### config.mk
export PLATFORM = sky130hd
export DESIGN_NAME = instr_fetch_unit_flat
export DESIGN_NICKNAME = d
export VERILOG_FILES = /design/src/rtl/instr_fetch_unit_if.sv /design/src/rtl/instr_fetch_unit.sv /design/src/flat_wrapper.sv
export SDC_FILE = /design/constraint.sdc
export NUM_CORES = 1
export LEC_CHECK = 0
export ABC_AREA = 1
export CORE_AREA = 2 2 131 133
export DETAILED_ROUTE_END_ITERATION = 8
export DIE_AREA = 0 0 133 135
export PLACE_DENSITY = 0.74
export SLEW_MARGIN = 30
export SYNTH_ARGS = -nofsm -noshare
export SYNTH_HDL_FRONTEND = slang
export SYNTH_SLANG_ARGS = --single-unit
### constraint.sdc
create_clock -name clk -period 1.67 [get_ports clk]
set_input_delay 0.501 -clock clk [delete_from_list [all_inputs] [get_ports clk]]
set_output_delay 0.501 -clock clk [all_outputs]
set_load 0.05 [all_outputs]
### src/rtl/instr_fetch_unit_if.sv
// Fetch-stage bus: the instruction-memory request channel, the decode delivery
// channel and the redirect input, bundled so the fetch unit has one bus port.
interface instr_fetch_unit_if;
  logic        imem_req;
  logic [31:0] imem_addr;
  logic        imem_ready;
  logic [31:0] imem_rdata;

  logic        redirect;
  logic [31:0] redirect_pc;

  logic        instr_valid;
  logic        instr_ready;
  logic [31:0] instr;
  logic [31:0] instr_pc;
  logic [31:0] pc_plus4;

  modport master (
    output imem_req, imem_addr, instr_valid, instr, instr_pc, pc_plus4,
    input  imem_ready, imem_rdata, redirect, redirect_pc, instr_ready
  );

  modport slave (
    input  imem_req, imem_addr, instr_valid, instr, instr_pc, pc_plus4,
    output imem_ready, imem_rdata, redirect, redirect_pc, instr_ready
  );
endinterface

### src/rtl/instr_fetch_unit.sv
// Instruction fetch stage: holds the PC, fetches one word at a time over a
// req/ready handshake and hands it to decode; redirects squash wrong-path words.
module instr_fetch_unit #(
  parameter logic [31:0] RESET_PC = 32'h0000_0000
) (
  input  logic                clk,
  input  logic                reset,
  instr_fetch_unit_if.master  bus
);

  typedef enum logic {
    FETCH = 1'b0,
    VALID = 1'b1
  } state_e;

  state_e      state_q;
  logic [31:0] pc_q;
  logic [31:0] pc_next_tgt_q;
  logic        kill_pending_q;
  logic        instr_valid_q;
  logic [31:0] instr_q;
  logic [31:0] instr_pc_q;
  logic [31:0] pc_plus4_q;

  logic [31:0] redirect_tgt_d;
  logic [31:0] pc_seq_d;

  assign redirect_tgt_d = bus.redirect_pc & 32'hFFFF_FFFC;
  assign pc_seq_d       = pc_q + 32'd4;

  // The request drops in the reset cycle itself, not one cycle later.
  assign bus.imem_req    = (state_q == FETCH) && !reset;
  assign bus.imem_addr   = pc_q;
  assign bus.instr_valid = instr_valid_q;
  assign bus.instr       = instr_q;
  assign bus.instr_pc    = instr_pc_q;
  assign bus.pc_plus4    = pc_plus4_q;

  // NOTE: every register here uses <= so all updates see pre-edge values.
  always_ff @(posedge clk) begin
    if (reset) begin
      state_q        <= FETCH;
      pc_q           <= {RESET_PC[31:2], 2'b00};
      pc_next_tgt_q  <= 32'h0;
      kill_pending_q <= 1'b0;
      instr_valid_q  <= 1'b0;
      instr_q        <= 32'h0;
      instr_pc_q     <= 32'h0;
      pc_plus4_q     <= 32'h0;
    end else begin
      case (state_q)
        FETCH: begin
          if (bus.imem_ready) begin
            if (bus.redirect) begin
              pc_q           <= redirect_tgt_d;
              kill_pending_q <= 1'b0;
            end else if (kill_pending_q) begin
              pc_q           <= pc_next_tgt_q;
              kill_pending_q <= 1'b0;
            end else begin
              instr_q       <= bus.imem_rdata;
              instr_pc_q    <= pc_q;
              pc_plus4_q    <= pc_seq_d;
              pc_q          <= pc_seq_d;
              instr_valid_q <= 1'b1;
              state_q       <= VALID;
            end
          end else if (bus.redirect) begin
            // Address must stay put until the memory accepts; park the target.
            pc_next_tgt_q  <= redirect_tgt_d;
            kill_pending_q <= 1'b1;
          end
        end

        VALID: begin
          if (bus.redirect) begin
            instr_valid_q <= 1'b0;
            pc_q          <= redirect_tgt_d;
            state_q       <= FETCH;
          end else if (bus.instr_ready) begin
            instr_valid_q <= 1'b0;
            state_q       <= FETCH;
          end
        end

        default: begin
          state_q <= FETCH;
        end
      endcase
    end
  end

endmodule
### src/flat_wrapper.sv
// flat-port wrapper written by rule: the top's interface ports become plain ports
module instr_fetch_unit_flat 
#(
  parameter logic [31:0] RESET_PC = 32'h0000_0000
)
  (clk, reset, bus_imem_req, bus_imem_addr, bus_instr_valid, bus_instr, bus_instr_pc, bus_pc_plus4, bus_imem_ready, bus_imem_rdata, bus_redirect, bus_redirect_pc, bus_instr_ready);
  instr_fetch_unit_if bus_i ();
  input  logic clk;
  input  logic reset;
  output wire logic [$bits(bus_i.imem_req)-1:0] bus_imem_req;
  output wire logic [$bits(bus_i.imem_addr)-1:0] bus_imem_addr;
  output wire logic [$bits(bus_i.instr_valid)-1:0] bus_instr_valid;
  output wire logic [$bits(bus_i.instr)-1:0] bus_instr;
  output wire logic [$bits(bus_i.instr_pc)-1:0] bus_instr_pc;
  output wire logic [$bits(bus_i.pc_plus4)-1:0] bus_pc_plus4;
  input wire logic [$bits(bus_i.imem_ready)-1:0] bus_imem_ready;
  input wire logic [$bits(bus_i.imem_rdata)-1:0] bus_imem_rdata;
  input wire logic [$bits(bus_i.redirect)-1:0] bus_redirect;
  input wire logic [$bits(bus_i.redirect_pc)-1:0] bus_redirect_pc;
  input wire logic [$bits(bus_i.instr_ready)-1:0] bus_instr_ready;
  assign bus_imem_req = bus_i.imem_req;
  assign bus_imem_addr = bus_i.imem_addr;
  assign bus_instr_valid = bus_i.instr_valid;
  assign bus_instr = bus_i.instr;
  assign bus_instr_pc = bus_i.instr_pc;
  assign bus_pc_plus4 = bus_i.pc_plus4;
  assign bus_i.imem_ready = bus_imem_ready;
  assign bus_i.imem_rdata = bus_imem_rdata;
  assign bus_i.redirect = bus_redirect;
  assign bus_i.redirect_pc = bus_redirect_pc;
  assign bus_i.instr_ready = bus_instr_ready;
  instr_fetch_unit #(.RESET_PC(RESET_PC)) u_core (.clk(clk), .reset(reset), .bus(bus_i));
endmodule
### Word-level counts from Yosys, hierarchy flattened

Index checks and enable logic that the tools add are counted.

| storage, ports and cells | value |
|---|---|
| bits in registers | 161 |
| input port bits | 69 |
| output and inout port bits | 130 |
| logic and storage cells | 45 |

| cells by class | value |
|---|---|
| add/sub/neg operators | 1 |
| equal/unequal tests | 5 |
| mux-type cells | 19 |
| bitwise gates (word level) | 4 |
| reduce and logical (&&, ||, !) cells | 8 |

Operators with widths:

| kind | count |
|---|---|
| $mux 32 | 4 |
| $pmux 32 s2 | 1 |
| $add 32x3->32 const B | 1 |
| $mux 1 | 12 |
| $ne 2x2->1 const B | 4 |
| $reduce_and 4->1 | 2 |
| $not 1->1 | 4 |
| $pmux 1 s2 | 2 |
| $reduce_and 2->1 | 2 |
| $ne 3x3->1 const B | 1 |
| $reduce_and 3->1 | 1 |
| $reduce_bool 2->1 | 1 |
| $logic_and 1x1->1 | 1 |
| $logic_not 1->1 | 1 |

### Longest topological paths before layout

Gate-level depths: netlist (run 1).

| depth | value |
|---|---|
| word-level depth | 5 |
| gate-level depth with buffers | 10 |
| depth with buffers taken out | 10 |

### Worst setup path after synthesis (run 1)

OpenSTA, ideal clock, no wires.

| timing | value |
|---|---|
| path type | register -> register |
| from | register u_core.pc_q[2] (netlist: u_core.bus.imem_addr[2]) |
| to | register u_core.pc_plus4_q[22] (netlist: u_core.bus.pc_plus4[22]) |
| setup time | 0.117 ns |
| arrival | 1.804 ns |
| required time | 1.553 ns |
| setup slack | -0.250 ns |
| cell stages (with the launch flop) | 11 |
| path buffers | 0 |
| clock period less this slack | 1.920 ns |
| cell sequence | dfxtp_1 -> ha_1 -> inv_1 -> nor2_2 -> nand2_2 -> nor2_4 -> nand2_1 -> nand2_1 -> nand3_1 -> o211ai_1 -> inv_1 |

| on the way | value |
|---|---|
| longest elaborated chain between the ends | 1 |

Ends and longest elaborated chain:

| what | line | source |
|---|---|---|
| from (decl) | instr_fetch_unit.sv:17 | `logic [31:0] pc_q;` |
| from (signal assigned) | instr_fetch_unit.sv:43 | `pc_q <= {RESET_PC[31:2], 2'b00};` |
| from (signal assigned) | instr_fetch_unit.sv:55 | `pc_q <= redirect_tgt_d;` |
| from (signal assigned) | instr_fetch_unit.sv:58 | `pc_q <= pc_next_tgt_q;` |
| $add 32x3->32 | instr_fetch_unit.sv:29 | `assign pc_seq_d = pc_q + 32'd4;` |
| to (signal assigned) | instr_fetch_unit.sv:63 | `pc_plus4_q <= pc_seq_d;` |
| to (decl) | instr_fetch_unit.sv:23 | `logic [31:0] pc_plus4_q;` |

Every way passes these cells.
A chain may end at the register's enable or synchronous reset.

### Final worst setup path (run 1)

| timing | value |
|---|---|
| from | register u_core.pc_q[5] (netlist: u_core.bus.imem_addr[5]) |
| to | register u_core.pc_q[29] (netlist: u_core.bus.imem_addr[29]) |

| on the way | value |
|---|---|
| longest elaborated chain between the ends | 5 |

Ends and longest elaborated chain:

| what | line | source |
|---|---|---|
| $add 32x3->32 | instr_fetch_unit.sv:29 |  |
| $mux 32 | instr_fetch_unit.sv:57 | `end else if (kill_pending_q) begin` |
| $mux 32 | instr_fetch_unit.sv:54 | `if (bus.redirect) begin` |
| $mux 32 | instr_fetch_unit.sv:53 | `if (bus.imem_ready) begin` |
| $pmux 32 s2 | instr_fetch_unit.sv:51 | `case (state_q)` |

Every way passes these cells. The select of a mux whose other input is x is not followed.

==> flow_metrics.env, run 1 <==
export IMPL_seq_area_frac_synth_pct=45.7
export IMPL_clk_path_buf_depth=2
export IMPL_wirelength_um=24400
export IMPL_start_util_pct=41.4
export IMPL_worst_path_max_fanout=7
export IMPL_die_area_sq_mm=0.0180
export IMPL_finalCriticalPeriod_ps=1660
export IMPL_vias=7559
export IMPL_arrival_ps=2030
export IMPL_die_height_um=135
export IMPL_hold_path_class="reg2reg"
export IMPL_postCtsHoldBufs=0
export IMPL_crit_type="reg2reg"
export IMPL_r2r_cells=8
export IMPL_globalplace_congestion=0.918
export IMPL_postSynthAreaPerCell_sq_um=7.13
export IMPL_grt_first_pass_wirelength_um=37500
export IMPL_cts_buffers=17
export IMPL_hold_path_startpoint="u_core.pc_next_tgt_q[2]$_SDFFE_PP0P_"
export IMPL_placed_cell_area_sq_mm=0.0106
export IMPL_cts_root_buffer="clkbuf_16"
export IMPL_dr_pass1_iters=6
export IMPL_clk_pin_slew_ps=60
export IMPL_synth_top_family_by_area="compound AO/OA/AOI/OAI gates"
export IMPL_globalRouteTotalUtil_pct=26.6
export IMPL_dp_hpwl_um=17100
export IMPL_yosys_area_share_adder_pct=0.184
export IMPL_synth_area_leader_cell="dfxtp_1"
export IMPL_status="completed"
export IMPL_syn_area_sq_mm=0.00679
export IMPL_drc=0
export IMPL_grt_max_degree=55
export IMPL_setup_tns_ps=0
export IMPL_n_antenna_cell=0
export IMPL_nets=1244
export IMPL_fp_dieW_um=133
export IMPL_synth_edf_count=0
export IMPL_ir_worst_vdd_mv=0.729
export IMPL_synthDistinctLibCells=26
export IMPL_critPathLaunchType="flop"
export IMPL_critPathCaptureType="flop"
export IMPL_hold_end="u_core.pc_next_tgt_q[2]$_SDFFE_PP0P_"
export IMPL_finalHoldViolCount=0
export IMPL_rr_endpoint="u_core.bus.imem_addr[29]$_SDFFE_PP0P_"
export IMPL_worst_r2r_startpoint="u_core.bus.imem_addr[5]$_SDFFE_PP0P_"
export IMPL_vias_per_cell=5.37
export IMPL_finClkSkew_ps=9.66
export IMPL_r2r_setup_slack_ps=5
export IMPL_antenna_found_initial=0
export IMPL_grt_overflow_total=0
export IMPL_max_cap_violations=0
export IMPL_synthTopCellsByCount="dfxtp_1, nor2_1, o21ai_0"
export IMPL_worstHoldPathCells=2
export IMPL_synth_compound_area_share_pct=23.5
export IMPL_antenna_left=0
export IMPL_grt_pass1_vias=7047
export IMPL_fill_cells=1212
export IMPL_finalInstanceArea_sq_mm=0.0114
export IMPL_fp_row_count=47
export IMPL_synthSimpleGateAreaFrac_pct=19.7
export IMPL_powerDensity_mw_per_mm2=1020
export IMPL_setup_viol=0
export IMPL_yosys_mux_area_fraction_pct=0
export IMPL_drive_gt1_share_pct=23.6
export IMPL_rsz0062_at_grt="true"
export IMPL_first_iter_violations=980
export IMPL_power_leakage_nw=4.77
export IMPL_cts_sinks=155
export IMPL_yosys_top_cells_area="dfxtp_1, o21ai_0, a21oi_1"
export IMPL_wl_per_cell_um=17.3
export IMPL_core_sq_mm=0.0164
export IMPL_postSynth_asyncResetShare_pct=0
export IMPL_final_max_slew_violation_count=0
export IMPL_required_ps=2040
export IMPL_ys_seq_elements=155
export IMPL_worstSkewPairLatency_ps=440
export IMPL_final_cells=1407
export IMPL_cts_tree="built"
export IMPL_synth_most_common_cell="dfxtp_1"
export IMPL_synth_top_area_share_pct=45.7
export IMPL_fin_crit_sh_pct=99.7
export IMPL_syn_inst=953
export IMPL_ys_flop_type="dfxtp_1"
export IMPL_ios=199
export IMPL_dpl_cell_count=1372
export IMPL_max_freq_mhz=601
export IMPL_yosys_warnings=0
export IMPL_portBuffers=190
export IMPL_synth_xor_area_share_pct=1.03
export IMPL_area_growth_pct=67.5
export IMPL_ctsHtreeMaxLevel=4
==> where the power goes <==
group | leakage, nW | switching, mW | total (mW) | internal [mW]
clock | 0.294 | 1.64 | 4.16 | 2.51
sequential | 1.28 | 0.282 | 4.27 | 3.99
combinational | 3.19 | 1.78 | 3.20 | 1.43
total | 4.77 | 3.70 | 11.6 | 7.93
==> layout by cell type (no fill, tap or decap), types with 3 or more instances in the layout <==
master / instances
bufinv_16: 4
clkinvlp_4: 3
o21ai_0: 139
buf_12: 133
clkinv_4: 3
xnor2_1: 4
nor2_2: 13
nor2_1: 133
dfxtp_1: 140
nand3_2: 3
inv_2: 5
inv_1: 85
xor2_1: 4
o21ai_1: 6
buf_4: 63
nand2_1: 100
o211ai_1: 22
dfxtp_4: 4
clkbuf_16: 18
nor2_4: 7
dfxtp_2: 11
nand3_1: 54
clkdlybuf4s50_1: 64
conb_1: 6
a21oi_1: 140
==> metrics by stage <==
stage / setup WS [ps] / hold slack, ps / power [mW] / utilization (%)
3_5_place_dp: -409 / 441 / 7.46 / 64.7
5_1_grt: -70.6 / 468 / 12.0 / 69.3
4_1_cts: 3.39 / 450 / 11.6 / 68.5
2_1_floorplan: 9.24 / 420 / 5.76 / -
3_3_place_gp: -411 / 433 / 7.43 / 64.7
6_report: 5.11 / 450 / 11.6 / 69.3
==> what timing repair did <==
action,4_1_cts,5_1_grt
pin swaps,1,8
cloned,0,1
gates resized for setup,3,34
setup buffers,0,2
setup endpoints to repair,2,56
==> how the worst max path moves through the flow <==
stage	endpoint	from	depth (start not counted)	slack, ps
finish	u_core.bus.imem_addr[29]$_SDFFE_PP0P_	u_core.bus.imem_addr[5]$_SDFFE_PP0P_	8	5
detailed placement	u_core.bus.pc_plus4[28]$_SDFFE_PP0P_	bus_redirect	9	-410
CTS	bus_imem_addr[13]	u_core.bus.imem_addr[13]$_SDFFE_PP0P_	2	3
floorplan	u_core.bus.pc_plus4[30]$_SDFFE_PP0P_	u_core.bus.imem_addr[19]$_SDFFE_PP0P_	9	9
global route	u_core.bus.imem_addr[29]$_SDFFE_PP0P_	u_core.bus.imem_addr[2]$_SDFFE_PP0P_	9	-70
global placement	u_core.bus.pc_plus4[20]$_SDFFE_PP0P_	bus_redirect	9	-410
==> flip-flops by register name, summed over array words and instances, names as in the netlist <==
name	flops
u_core.pc_next_tgt_q	30
u_core.bus.instr_pc	30
u_core.bus.instr_valid	1
u_core.kill_pending_q	1
u_core.bus.instr	32
u_core.state_q	1
u_core.bus.pc_plus4	30
u_core.bus.imem_addr	30
==> per-layer routing <==
layer / track usage, % / vias to the layer above / routed length (um)
met5: 0 / - / 0
met4: 10.3 / 0 / 630
met3: 7.92 / 65 / 2460
met2: 41.5 / 433 / 11300
met1: 34.8 / 3486 / 9980
li1: - / 3575 / -
==> area by class of cell <==
| class | count | area, sq um | share of cell area (%) |
|---|---|---|---|
| Tap cell | 220 | 275 | 2.42 |
| Multi-Input combinational cell | 643 | 3130 | 27.5 |
| Timing Repair Buffer | 266 | 3880 | 34.1 |
| Inverter | 91 | 343 | 3.01 |
| Clock inverter | 13 | 191 | 1.68 |
| Sequential cell | 155 | 3130 | 27.5 |
| Clock buffer | 19 | 433 | 3.81 |
==> logic make-up (layout without fill, tap and decap cells) <==
| family | count (synthesis) | in the layout |
|---|---|---|
| compound gates | 308 | 308 |
| xor+xnor | 8 | 8 |
| fa+ha+maj | 1 | 1 |
| buf+inv | 160 | 389 |
| flops | 155 | 155 |
| other cells | 1 | 6 |
| simple gates | 320 | 320 |
==> critical path: stages, from the launching register on <==
cell and delay, ps:
dfxtp_4 430, nand2_1 170, nor2_4 180, nand2_4 90, nor2_1 230, nand3_1 160
nand3_1 160, nand2_1 60, a21oi_1 120
Power figures use the tool's default switching activity.
==> run 2, diff against run 1 <==
CORE_AREA = 4 4 133 135   (was 2 2 131 133)
DIE_AREA = 0 0 137 139   (was 0 0 133 135)
SETUP_SLACK_MARGIN = 0.3   (was unset)
==> run 2 against run 1 <==
  * The flow now finishes with violations (DRC, setup timing)
  * Sequential share of layout area is 2.9 points lower
  * Largest power group unchanged
  * Maximum frequency down 17%
  * Die area increased by 6.1%
  * Global-route usage up 2.0 points
  * Critical endpoint is now u_core.bus.pc_plus4[18]$_SDFFE_PP0P_
  * Worst hold slack gained 4.7 ps
  * Wire length increased by 58%
  * Critical path type unchanged
  * Combinational power grew 26%
  * Setup slack got worse by 330 ps
  * Count of clock-buffer cells in the layout fell by 1
  * Utilization grew 14 points
==> flow_metrics.env, run 2 (same netlist as run 1, synthesis figures left out) <==
export IMPL_highest_layer="met5"
export IMPL_met2WireLength_um=17100
export IMPL_globalRouteTotalUtil_pct=28.7
export IMPL_area_growth_pct=102
export IMPL_wl_per_cell_um=25.6
export IMPL_vias=9314
export IMPL_most_common_layout_cells="buf_12, a21oi_1, nor2_1"
export IMPL_multi_input_area_sq_mm=0.00410
export IMPL_grt_first_pass_wirelength_um=42800
export IMPL_rsz0062_at_grt="true"
export IMPL_antenna_left=0
export IMPL_worstSkewPairLatency_ps=450
export IMPL_clk_pin_slew_ps=70
export IMPL_drive_gt1_share_pct=52.0
export IMPL_vias_per_cell=6.20
export IMPL_grt_max_degree=53
export IMPL_n_antenna_cell=0
export IMPL_critPathLaunchType="flop"
export IMPL_start_util_pct=41.3
export IMPL_portBuffers=190
export IMPL_r2r_cells=9
export IMPL_postCtsHoldBufs=0
export IMPL_cts_root_buffer="clkbuf_16"
export IMPL_violations="DRC, setup timing"
export IMPL_nets=1339
export IMPL_place_ws_ps=-501
export IMPL_placed_cell_area_sq_mm=0.0106
export IMPL_hold_path_class="reg2reg"
export IMPL_cts_sinks=155
export IMPL_worstHoldPathCells=2
export IMPL_globalplace_congestion=0.887
export IMPL_dp_hpwl_um=17600
export IMPL_final_common_cell="buf_12"
export IMPL_critPathCaptureType="flop"
export IMPL_fin_crit_sh_pct=120
export IMPL_powerDensity_mw_per_mm2=890
export IMPL_max_cap_violations=0
export IMPL_routedLengthMet1_um=13100
export IMPL_ctsHtreeMaxLevel=4
export IMPL_die_height_um=139
export IMPL_finalHoldViolCount=0
export IMPL_final_max_slew_violation_count=0
export IMPL_status="finished, violations left"
export IMPL_setup_viol=44
export IMPL_antenna_found_initial=0
export IMPL_required_ps=2050
export IMPL_seq_area_sq_mm=0.00338
export IMPL_setup_ws_ps=-327
export IMPL_core_sq_mm=0.0165
export IMPL_clk_path_buf_depth=2
export IMPL_largest_reg_flops=32
export IMPL_ios=199
export IMPL_wirelength_um=38500
export IMPL_arrival_ps=2370
export IMPL_wl_met3_um=5090
export IMPL_finClkSkew_ps=13.6
export IMPL_die_area_sq_mm=0.0190
export IMPL_fp_dieW_um=137
export IMPL_fp_row_count=47
export IMPL_grt_overflow_total=0
export IMPL_crit_type="reg2reg"
export IMPL_grt_pass1_vias=7843
export IMPL_ir_worst_vdd_mv=0.899
export IMPL_first_iter_violations=1647
export IMPL_finalInstanceArea_sq_mm=0.0137
export IMPL_cts_tree="built"
export IMPL_fill_cells=746
export IMPL_drc=60
export IMPL_finalCriticalPeriod_ps=2000
export IMPL_dr_pass1_iters=9
export IMPL_cts_buffers=17
export IMPL_power_leakage_nw=5.71
export IMPL_worst_path_max_fanout=7
export IMPL_max_freq_mhz=501
-- run 2: changes by cell type in the layout (fill, tap and decap cells not counted), moves of 38 or more --
cell     previous run  this run
buf_4              63       101
dfxtp_1           140        31
dfxtp_2            11        76
dfxtp_4             4        48
nand2_1           100        53
nand3_1            54        12
o21ai_0           139        87
-- run 2: critical path, stage by stage, from the launching register on --
cell      delay [ps]
dfxtp_4          440
nand2_1          140
nor2_1           290
nand2_1          210
nor2_4           240
buf_4            150
nand2_2           70
nand3_1          120
o211ai_1         140
inv_1            130
-- run 2: through the flow --
step	util [%]	hold WS, ps	instances	setup TNS (ps)	total power, mW
after detailed placement	64.4	443	1346	-53200	7.44
after CTS	74.8	453	1442	0	11.4
after floorplan	-	420	958	0	5.82
after global placement	64.4	435	1346	-50480	7.40
after global routing	83.3	472	1502	-4620	12.5
final	83.3	455	1502	-3290	12.2
-- run 2: final cells by class --
| class | instances | area share [%] |
|---|---|---|
| Timing Repair inverter | 1 | 0.0548 |
| Clock buffer | 18 | 3.13 |
| Multi-Input combinational cell | 643 | 29.9 |
| Inverter | 91 | 2.62 |
| Timing Repair Buffer | 360 | 36.8 |
| Clock inverter | 14 | 0.830 |
| Sequential cell | 155 | 24.6 |
| Tap cell | 220 | 2.01 |
-- run 2: timing repair --
item / 4_1_cts / 5_1_grt
setup endpoints to repair: 278 / 268
gates resized for setup: 189 / 269
buffers inserted: 57 / 51
pin swaps: 36 / 63
gates cloned: 7 / 9
-- run 2: report_power, final --
group / total (mW) / internal [mW] / leakage [nW] / switching (mW)
Sequential: 4.42 / 4.01 / 1.34 / 0.416
Clock: 3.75 / 1.93 / 0.254 / 1.82
Combinational: 4.03 / 1.84 / 4.12 / 2.19
-- run 2: final timing paths --
check	start	end	slack, ps
max reg2reg	u_core.bus.imem_addr[16]$_SDFFE_PP0P_	u_core.bus.pc_plus4[18]$_SDFFE_PP0P_	-330
min reg2reg	u_core.pc_next_tgt_q[20]$_SDFFE_PP0P_	u_core.pc_next_tgt_q[20]$_SDFFE_PP0P_	450
min	u_core.pc_next_tgt_q[20]$_SDFFE_PP0P_	u_core.pc_next_tgt_q[20]$_SDFFE_PP0P_	450
max	u_core.bus.imem_addr[16]$_SDFFE_PP0P_	u_core.bus.pc_plus4[18]$_SDFFE_PP0P_	-330
-- run 2: per-layer routing --
metal / global-route usage [%] / vias to the layer above
met5: 0 / -
met1: 36.0 / 4340
li1: - / 3766
met3: 9.51 / 317
met2: 46.5 / 889
met4: 8.98 / 2
